<file path="config.mk">
export PLATFORM = sky130hd
export DESIGN_NAME = bit_serial_subtractor
export DESIGN_NICKNAME = d
export VERILOG_FILES = /design/src/rtl/bit_serial_subtractor_pkg.sv /design/src/rtl/bit_serial_subtractor_full_subtractor.sv /design/src/rtl/bit_serial_subtractor.sv
export SDC_FILE = /design/constraint.sdc
export NUM_CORES = 1
export LEC_CHECK = 0
export ABC_AREA = 1
export BUFFER_PORTS_ARGS = -buffer_cell sky130_fd_sc_hd__buf_2
export CAP_MARGIN = 20
export CORE_ASPECT_RATIO = 0.8
export CORE_MARGIN = 2
export CORE_UTILIZATION = 30
export CTS_CLUSTER_DIAMETER = 30
export DETAILED_ROUTE_END_ITERATION = 16
export PLACE_DENSITY = 0.52
export SKIP_LAST_GASP = 1
export SLEW_MARGIN = 20
export SYNTH_ARGS = -nofsm -noshare
export SYNTH_HDL_FRONTEND = slang
export SYNTH_SLANG_ARGS = --single-unit
</file>
<file path="constraint.sdc">
create_clock -name clock -period 3 [get_ports clock]
set_input_delay 0.3 -clock clock [delete_from_list [all_inputs] [get_ports clock]]
set_output_delay 0.3 -clock clock [all_outputs]
set_load 0.02 [all_outputs]
</file>
<file path="src/rtl/bit_serial_subtractor_pkg.sv">
// Shared types and constants for the bit-serial subtractor.
// The FSM state encoding and the default operand width live here.
package bit_serial_subtractor_pkg;

  localparam int DEFAULT_WIDTH = 4;

  typedef enum logic [1:0] {
    ST_IDLE  = 2'd0,
    ST_SHIFT = 2'd1,
    ST_DONE  = 2'd2
  } state_t;

endpackage

</file>
<file path="src/rtl/bit_serial_subtractor_full_subtractor.sv">
// Single-bit full subtractor cell: d = x - y - bi, bo = borrow out.
// Mirror image of the ripple adder's full adder cell.
module full_subtractor (
  input  logic x,
  input  logic y,
  input  logic bi,
  output logic d,
  output logic bo
);

  assign d  = x ^ y ^ bi;
  assign bo = (~x & y) | (~(x ^ y) & bi);

endmodule

</file>
<file path="src/rtl/bit_serial_subtractor.sv">
// Sequential A - B - bin, one bit per clock, LSB first, through one
// full_subtractor cell; start/done handshake with registered outputs.
module bit_serial_subtractor
  import bit_serial_subtractor_pkg::*;
#(
  parameter int WIDTH = DEFAULT_WIDTH,
  parameter int CNT_W = 3
) (
  input  logic             clock,
  input  logic             resetn,
  input  logic             start,
  input  logic [WIDTH-1:0] a,
  input  logic [WIDTH-1:0] b,
  input  logic             bin,
  output logic             busy,
  output logic             done,
  output logic [WIDTH-1:0] diff,
  output logic             bout
);

  localparam logic [CNT_W-1:0] LAST_BIT = CNT_W'(WIDTH - 1);

  state_t           state;
  logic [WIDTH-1:0] a_sh;
  logic [WIDTH-1:0] b_sh;
  logic [WIDTH-1:0] res;
  logic             brw;
  logic [CNT_W-1:0] cnt;
  logic             cell_d;
  logic             cell_bo;

  full_subtractor u_cell (
    .x  (a_sh[0]),
    .y  (b_sh[0]),
    .bi (brw),
    .d  (cell_d),
    .bo (cell_bo)
  );

  always_ff @(posedge clock or negedge resetn) begin
    if (!resetn) begin
      state <= ST_IDLE;
      busy  <= 1'b0;
      done  <= 1'b0;
      diff  <= '0;
      bout  <= 1'b0;
      a_sh  <= '0;
      b_sh  <= '0;
      res   <= '0;
      brw   <= 1'b0;
      cnt   <= '0;
    end else begin
      case (state)
        ST_IDLE: begin
          done <= 1'b0;
          if (start) begin
            a_sh  <= a;
            b_sh  <= b;
            brw   <= bin;
            cnt   <= '0;
            res   <= '0;
            busy  <= 1'b1;
            state <= ST_SHIFT;
          end
        end
        ST_SHIFT: begin
          res  <= {cell_d, res[WIDTH-1:1]};
          a_sh <= a_sh >> 1;
          b_sh <= b_sh >> 1;
          brw  <= cell_bo;
          cnt  <= cnt + 1'b1;
          // Final bit: publish the complete word so diff never shows partials.
          if (cnt == LAST_BIT) begin
            diff  <= {cell_d, res[WIDTH-1:1]};
            bout  <= cell_bo;
            busy  <= 1'b0;
            done  <= 1'b1;
            state <= ST_DONE;
          end
        end
        ST_DONE: begin
          done  <= 1'b0;
          state <= ST_IDLE;
        end
        default: begin
          busy  <= 1'b0;
          done  <= 1'b0;
          state <= ST_IDLE;
        end
      endcase
    end
  end

endmodule

</file>
==> results.sh, run 1 <==
export IMPL_ir_drop_mv=0.521
export IMPL_final_antenna_net_count=0
export IMPL_cts_resized=0
export IMPL_ys_top_cells_by_area="dfrtp_1 (54%), nand3_1 (9.4%), nand2_1 (8.7%)"
export IMPL_ff2ff_path_depth=5
export IMPL_power_density_nw_per_um2=1120
export IMPL_p_leak_uw=0.000681
export IMPL_cts_path_max_buffers=2
export IMPL_cts_buffers=3
export IMPL_nets=157
export IMPL_finalCritPeriodShare=0.452
export IMPL_grt_pass1_wl_um=3770
export IMPL_worst_slew_pin_slew_ns=0.551
export IMPL_yosysUniqueCellTypes=18
export IMPL_yosysTopAreaCellShare=0.537
export IMPL_synth_area_per_cell_um2=9.09
export IMPL_power_uw=1450
export IMPL_antenna_found_initial=0
export IMPL_drive_gt1_frac=0.248
export IMPL_rsz0062_at_grt="no"
export IMPL_totalNegativeSetupSlack_ns=0
export IMPL_syn2layout_area_growth_pct=16.1
export IMPL_row_count=19
export IMPL_cp_required_ns=3.22
export IMPL_coreArea_um2=3490
export IMPL_dp_slack_ns=1.66
export IMPL_diodes=0
export IMPL_yosys_area_top_type="dfrtp_1"
export IMPL_start_kind="flip-flop"
export IMPL_gp_congestion=0.736
export IMPL_cp_arrival_ns=1.57
export IMPL_violations="hold timing"
export IMPL_htree_levels=1
export IMPL_reg2reg_to="a_sh[1]"
export IMPL_timing_rr_start="state[1]"
export IMPL_wl_per_cell_um=11.9
export IMPL_max_freq_mhz=738
export IMPL_dieArea_um2=4240
export IMPL_totalWireLength_um=2170
export IMPL_cts_tree="yes"
export IMPL_synth_fp_nets=138
export IMPL_die_y_um=58.6
export IMPL_critPathCaptureType="flip-flop"
export IMPL_cp_top_family="simple AND/OR/NAND/NOR gates"
export IMPL_start_util=0.320
export IMPL_hold_path_class="primary input to async pin"
export IMPL_ys_warn_count=0
export IMPL_overflow=0
export IMPL_cp_cell_sequence="inv_2 -> nand2_2 -> nand2_2 -> nand3_1 -> nand2_1"
export IMPL_maxCapViolations=0
export IMPL_num_io_pins=19
export IMPL_track_usage=0.118
export IMPL_ys_ff_latch=24
export IMPL_postCtsSetupRepairBufs=0
export IMPL_max_slew_margin=0.632
export IMPL_cp_common_cell="nand2_2"
export IMPL_drc=0
export IMPL_slew_viol_final=0
export IMPL_setup_viol=0
export IMPL_cts_sinks=24
export IMPL_root_buffer="clkbuf_8"
export IMPL_path_class="flip-flop to flip-flop"
export IMPL_die_x_um=72.3
export IMPL_fin_ws_ns=1.64
export IMPL_grt_max_degree=25
export IMPL_fin_util=0.372
export IMPL_via_count=820
export IMPL_ys_seq_area_frac=0.537
export IMPL_vias_per_cell=4.48
export IMPL_worstPathMaxFanout=12
export IMPL_synth_cells=123
export IMPL_syn_area_um2=1120
export IMPL_first_pass_iters=4
export IMPL_status="finished, violations left"
export IMPL_hold_violations=2
export IMPL_drtIter0Drc=34
export IMPL_finalHoldWorstSlack_ns=-0.000507
export IMPL_skew_ns=0.00316
export IMPL_numPortBuffers=18
export IMPL_r2r_slack_ns=1.64
export IMPL_grt_pass1_vias=830
export IMPL_path_buf_inv=1
export IMPL_dp_hpwl_um=1520
export IMPL_holdBufCountCts=0
export IMPL_worstSkewPairLatency_ns=0.27
export IMPL_path_clk_slew_ns=0.09
export IMPL_crit_path_top_delay_cell="dfrtp_1"
export IMPL_period_needed_ns=1.36
export IMPL_slowest_delay_ns=0.43
[cell type report]
type	instances	area, um^2
Tap cell	42	52.6
Clock buffer	3	41.3
Inverter	18	67.6
Fill cell	365	2200
Clock inverter	1	30.0
Multi-Input combinational cell	77	417
Sequential cell	24	601
Timing Repair Buffer	18	90.1
[flip-flops by register name, summed over array words and instances, names as in the netlist]
register  count
done          1
diff          4
bout          1
b_sh          4
cnt           3
state         2
res           3
busy          1
a_sh          4
brw           1
[worst register-to-register path: cells and delay by family (launching register included)]
| kind | cells | cell delay [ns] |
|---|---|---|
| and+or+nand+nor | 4 | 0.69 |
| DFF | 1 | 0.43 |
| buffers and inverters | 1 | 0.17 |
[metal layers]
| layer | vias up | global-route usage | share of wire | wire length [um] |
|---|---|---|---|---|
| met5 | - | 0 | 0 | 0 |
| met4 | 0 | 0.0404 | 0.0078 | 17 |
| met3 | 2 | 0.0428 | 0.038 | 83 |
| met2 | 11 | 0.186 | 0.45 | 982 |
| met1 | 377 | 0.151 | 0.50 | 1090 |
| li1 | 430 | - | - | - |
[per-stage QoR]
step	cells	instance area (um^2)
after floorplan	123	1120
after global placement	179	1230
final	183	1300
after global routing	183	1300
after detailed placement	179	1230
after CTS	183	1300
[cells in the mapped netlist (all sizes together)]
cell type / instances
nor2: 9
ha: 2
o21ai: 10
nand2: 30
inv: 18
nand3: 21
nand4: 2
o22ai: 1
fa: 1
a21oi: 1
buf: 4
dfrtp: 24
[placed cells by master, fill, tap and decap left out]
| master | instances |
|---|---|
| nand2_1 | 26 |
| dfrtp_1 | 24 |
| nand3_1 | 21 |
| buf_2 | 18 |
| inv_1 | 15 |
| nor2_1 | 8 |
| o21ai_1 | 6 |
| o21ai_2 | 4 |
| inv_2 | 3 |
| clkbuf_8 | 3 |
| nand2_4 | 2 |
| nand2_2 | 2 |
| nand4_1 | 2 |
| ha_1 | 2 |
| nor2_4 | 1 |
| o22ai_1 | 1 |
| a21oi_2 | 1 |
| fa_1 | 1 |
| bufinv_16 | 1 |
[worst max-delay path by stage]
stage / startpoint / end / slack [ns] / cells past startpoint
after floorplan: cnt[0] / diff[3] / 1.83 / 6
after global placement: cnt[0] / diff[3] / 1.66 / 6
after detailed placement: state[1] / a_sh[1] / 1.66 / 5
after CTS: state[1] / a_sh[1] / 1.64 / 5
after global routing: state[1] / a_sh[2] / 1.54 / 5
final: state[1] / a_sh[1] / 1.64 / 5
[cell families after synthesis]
family,synth area share
and+or+nand+nor,0.261
AOI/OAI and AO/OA,0.0716
DFF,0.537
adders and majority gates,0.0403
buffers and inverters,0.0906
[where the power goes]
group	total (uW)	internal [uW]	leakage [uW]	switching, uW
Clock	291	179	0.0000357	113
Combinational	603	217	0.000344	385
Sequential	561	467	0.000301	93.4
Power figures use the tool's default switching activity.
==> run 2: changes to the inputs <==
Settings changed: PLACE_DENSITY 0.52 to 0.54.
Clock period 3 ns to 1.1 ns, I/O delays scaled along.
==> run 2 against run 1 <==
  * The flow finishes with violations (setup timing)
  * Highest routed layer unchanged
  * Critical path type unchanged
  * Critical endpoint is now res[3]
  * Power rose to 3.1 times the previous value
  * Final area up 16%
  * Cell count up 10%
  * Non-clock buffer count up 18
  * Die area unchanged
  * Combinational power rose to 4.0 times the previous value
==> results.sh, run 2 (same netlist as run 1, synthesis figures left out) <==
export IMPL_track_usage=0.122
export IMPL_root_buffer="clkbuf_8"
export IMPL_htree_levels=1
export IMPL_hold_path_class="primary input to flip-flop"
export IMPL_path_class="flip-flop to flip-flop"
export IMPL_cp_arrival_ns=1.36
export IMPL_syn2layout_area_growth_pct=34.5
export IMPL_period_needed_ns=1.16
export IMPL_via_count=927
export IMPL_cts_sinks=24
export IMPL_hold_violations=0
export IMPL_ir_drop_mv=1.04
export IMPL_wl_per_cell_um=12.1
export IMPL_path_clk_slew_ns=0.08
export IMPL_diodes=0
export IMPL_numPortBuffers=18
export IMPL_cts_tree="yes"
export IMPL_vias_per_cell=4.59
export IMPL_violations="setup timing"
export IMPL_power_density_nw_per_um2=3000
export IMPL_setup_viol=4
export IMPL_max_freq_mhz=865
export IMPL_multi_input_area_um2=484
export IMPL_drive_gt1_frac=0.400
export IMPL_totalWireLength_um=2440
export IMPL_die_y_um=58.6
export IMPL_worstPathMaxFanout=2
export IMPL_skew_ns=0.00643
export IMPL_critPathCaptureType="flip-flop"
export IMPL_grt_pass1_vias=895
export IMPL_path_buf_inv=1
export IMPL_die_x_um=72.3
export IMPL_totalNegativeSetupSlack_ns=-0.139
export IMPL_p_leak_uw=0.000769
export IMPL_fin_ws_ns=-0.0566
export IMPL_cp_top_family="adder cells"
export IMPL_nets=176
export IMPL_max_slew_margin=0.635
export IMPL_final_antenna_net_count=0
export IMPL_seqCellArea_um2=602
export IMPL_finalCritPeriodShare=1.05
export IMPL_num_io_pins=19
export IMPL_top_regs="a_sh (4), b_sh (4), diff (4)"
export IMPL_start_kind="flip-flop"
export IMPL_maxCapViolations=0
export IMPL_final_cell_mix="nand2_1 (23), dfrtp_1 (23), nand3_1 (21)"
export IMPL_cp_cell_sequence="inv_2 -> fa_1 -> nand2_1 -> o21ai_1"
export IMPL_fin_util=0.430
export IMPL_grt_pass1_wl_um=3990
export IMPL_slowest_delay_ns=0.55
export IMPL_worst_slew_pin_slew_ns=0.548
export IMPL_drtIter0Drc=34
export IMPL_fillers=353
export IMPL_row_count=19
export IMPL_cts_path_max_buffers=2
export IMPL_slew_viol_final=0
export IMPL_drc=0
export IMPL_first_pass_iters=4
export IMPL_dp_hpwl_um=1750
export IMPL_cp_required_ns=1.30
export IMPL_final_cells=202
export IMPL_worstSkewPairLatency_ns=0.27
export IMPL_grt_max_degree=25
export IMPL_cts_buffers=3
export IMPL_coreArea_um2=3490
export IMPL_gp_congestion=0.722
export IMPL_overflow=0
export IMPL_antenna_found_initial=0
export IMPL_dieArea_um2=4240
export IMPL_status="finished, violations left"
export IMPL_crit_path_top_delay_cell="fa_1"
export IMPL_start_util=0.320
export IMPL_rsz0062_at_grt="yes"
export IMPL_placed_cells=193
## run 2: cell count changes in the layout (fill, tap and decap cells not counted), moves of 2 or more
cell,delta
nor2_2,+2
ha_1,-2
buf_4,+13
nor2_4,+2
nor2_1,-4
nand2_1,-3
buf_6,+4
nand2_2,+2
## run 2: layout make-up
type / instances / area share
Sequential cell: 24 / 0.400
Inverter: 18 / 0.0449
Clock buffer: 4 / 0.0366
Multi-Input combinational cell: 78 / 0.322
Timing Repair Buffer: 36 / 0.161
Tap cell: 42 / 0.0349
## run 2: worst reg2reg max path, stage by stage, from the launching register on
cell	delay, ns
dfrtp_1	0.36
inv_2	0.04
fa_1	0.55
nand2_1	0.05
o21ai_1	0.07
## run 2: power by group
group | switching (uW) | leakage [uW] | internal (uW) | total (uW)
Sequential | 240 | 0.000300 | 1280 | 1520
Clock | 278 | 0.0000288 | 320 | 597
Combinational | 1310 | 0.000440 | 1090 | 2400
Total | 1820 | 0.000769 | 2690 | 4510
## run 2: through the flow
stage	setup WS, ns	cell area, um^2	total power [uW]	hold WS, ns
global route	-0.134	1500	4900	0.0432
detailed placement	-0.0361	1350	3610	0.131
CTS	-0.0556	1420	4280	0.0443
finish	-0.0566	1500	4510	0.0502
floorplan	0.00112	1130	2900	-0.186
global placement	-0.00988	1350	3570	0.123
## run 2: metal layers
metal  up-vias  track usage  wire [um]
li1        466            -          -
met1       439        0.165       1180
met2        19        0.195       1130
met3         3       0.0360        107
met4         0       0.0243         19
met5         -            0          0
## run 2: worst paths after layout
path | startpoint | to | slack [ns] | depth (start not counted)
worst max-delay path | brw | res[3] | -0.06 | 4
worst min-delay path | a[3] | a_sh[3] | 0.05 | 3
worst max register to register | brw | res[3] | -0.06 | 4
worst min register to register | b_sh[1] | b_sh[0] | 0.49 | 2
max in group asynchronous | resetn | state[0] | 0.35 | 2
min in group asynchronous | resetn | diff[1] | 0.35 | 2
## run 2: repair_timing
item,in CTS,in global routing
buffers inserted,0,3
pin swaps,3,5
setup endpoints to repair,6,13
hold buffers,1,0
cloned,0,1
resized for setup,3,14
endpoints found under the hold margin,24,0
==> run 3: changes to the inputs <==
Settings changed: CELL_PAD_IN_SITES_DETAIL_PLACEMENT from default to 0, CELL_PAD_IN_SITES_GLOBAL_PLACEMENT from default to 1, CORE_ASPECT_RATIO 0.8 to default, PLACE_DENSITY 0.54 to 0.66.
==> run 3 against run 2 <==
  * The flow still finishes with violations (setup timing)
  * Final area up 2.0%
  * Cell count up 4.0%
  * Die area about the same
  * Critical path type unchanged
  * Global-route usage up 0.69 points
  * Count of clock-buffer cells in the layout unchanged
  * Sequential share of layout area down 0.78 points
  * Critical path depth unchanged
  * Via count down 0.54%
  * Non-clock buffer count up 3
==> results.sh, run 3 (same netlist as run 1, synthesis figures left out) <==
export IMPL_status="finished, violations left"
export IMPL_violations="setup timing"
export IMPL_final_cells=210
export IMPL_drive_gt1_frac=0.395
export IMPL_final_antenna_net_count=0
export IMPL_row_count=22
export IMPL_ir_drop_mv=1.21
export IMPL_grt_pass1_vias=920
export IMPL_start_kind="flip-flop"
export IMPL_dieArea_um2=4230
export IMPL_maxCapViolations=0
export IMPL_cp_cell_sequence="inv_2 -> fa_2 -> nand2_1 -> o21ai_1"
export IMPL_worstSkewPairLatency_ns=0.27
export IMPL_dp_slack_ns=-0.0458
export IMPL_dp_hpwl_um=1650
export IMPL_num_io_pins=19
export IMPL_cp_arrival_ns=1.36
export IMPL_grt_max_degree=25
export IMPL_place_area_um2=1380
export IMPL_fin_ws_ns=-0.0552
export IMPL_fin_area_um2=1530
export IMPL_critPathCaptureType="flip-flop"
export IMPL_die_y_um=65.1
export IMPL_skew_ns=0.00484
export IMPL_vias_per_cell=4.39
export IMPL_numPortBuffers=18
export IMPL_path_buf_inv=1
export IMPL_path_clk_slew_ns=0.09
export IMPL_via_count=922
export IMPL_final_cell_mix="nand2_1 (26), dfrtp_1 (23), nand3_1 (19)"
export IMPL_slew_viol_final=0
export IMPL_worst_slew_pin_slew_ns=0.545
export IMPL_syn2layout_area_growth_pct=37.1
export IMPL_multi_input_area_um2=468
export IMPL_htree_levels=1
export IMPL_cts_buffers=3
export IMPL_crit_path_top_delay_cell="fa_2"
export IMPL_top_regs="a_sh (4), b_sh (4), diff (4)"
export IMPL_max_freq_mhz=866
export IMPL_first_pass_iters=4
export IMPL_hold_violations=0
export IMPL_period_needed_ns=1.16
export IMPL_grt_pass1_wl_um=4140
export IMPL_path_class="flip-flop to flip-flop"
export IMPL_power_uw=4580
export IMPL_wl_per_cell_um=11.3
export IMPL_nets=178
export IMPL_die_x_um=65.1
export IMPL_seqCellArea_um2=602
export IMPL_drtIter0Drc=48
export IMPL_cts_sinks=24
export IMPL_setup_viol=2
export IMPL_p_leak_uw=0.000787
export IMPL_track_usage=0.129
export IMPL_coreArea_um2=3630
export IMPL_cts_tree="yes"
export IMPL_rsz0062_at_grt="yes"
export IMPL_placed_cells=200
export IMPL_cp_top_family="adder cells"
export IMPL_cp_required_ns=1.30
export IMPL_diodes=0
export IMPL_drc=0
export IMPL_finalCritPeriodShare=1.05
export IMPL_max_slew_margin=0.637
export IMPL_start_util=0.308
export IMPL_power_density_nw_per_um2=2990
export IMPL_cts_path_max_buffers=2
export IMPL_hold_path_class="primary input to flip-flop"
export IMPL_slowest_delay_ns=0.56
export IMPL_root_buffer="clkbuf_8"
export IMPL_gp_congestion=0.776
export IMPL_totalNegativeSetupSlack_ns=-0.0999
export IMPL_fillers=391
export IMPL_totalWireLength_um=2380
export IMPL_antenna_found_initial=0
export IMPL_worstPathMaxFanout=2
export IMPL_final_common_cell="nand2_1"
export IMPL_overflow=0
## run 3: changes by cell type in the layout (fill, tap and decap cells not counted)
cell	change
nand3_1	-2
buf_12	+1
nor2_1	+2
nor2_4	-2
buf_4	+2
nand3_2	+2
fa_2	+1
nand2_1	+3
buf_8	+1
nand2_2	-4
fa_1	-1
buf_6	-1
## run 3: worst register-to-register path, stage by stage (launching register included)
cell	delay (ns)
dfrtp_1	0.37
inv_2	0.05
fa_2	0.56
nand2_1	0.05
o21ai_1	0.06
## run 3: where the power goes
group / total [uW] / switching (uW) / internal [uW]
Combinational: 2460 / 1300 / 1160
Clock: 611 / 291 / 320
Sequential: 1500 / 224 / 1280
Total: 4580 / 1810 / 2770
## run 3: metrics by stage
step | utilization | hold slack, ns
after global placement | 0.378 | 0.129
final | 0.422 | 0.0427
after global routing | 0.422 | 0.0551
after CTS | 0.402 | 0.0314
after detailed placement | 0.378 | 0.137
after floorplan | - | -0.186
## run 3: layout make-up
type,instances,share of cell area
clock buffers,4,0.0359
multi-input cells,77,0.305
flip-flops and latches,24,0.392
well taps,48,0.0392
inverters,18,0.0440
repair buffers,39,0.184
## run 3: repair_timing
item / CTS / global route
hold endpoints to repair: 24 / 0
gates resized for setup: 3 / 12
buffers inserted: 2 / 3
endpoints found under the setup margin: 6 / 14
pin swaps: 2 / 6
hold buffers: 1 / 0
## run 3: worst paths after layout
| check | startpoint | endpoint | slack, ns | depth (start not counted) |
|---|---|---|---|---|
| min in group asynchronous | resetn | res[2] | 0.35 | 2 |
| max in group asynchronous | resetn | state[0] | 0.36 | 2 |
| min reg2reg | res[2] | res[1] | 0.49 | 2 |
| max | brw | res[3] | -0.06 | 4 |
| min | b[3] | b_sh[3] | 0.04 | 3 |
| max reg2reg | brw | res[3] | -0.06 | 4 |
## run 3: routing by layer
layer / track usage / share of wire / vias up
met3: 0.0365 / 0.040 / 4
li1: - / - / 468
met4: 0.0469 / 0.011 / 0
met5: 0 / 0 / -
met2: 0.207 / 0.46 / 18
met1: 0.165 / 0.49 / 432
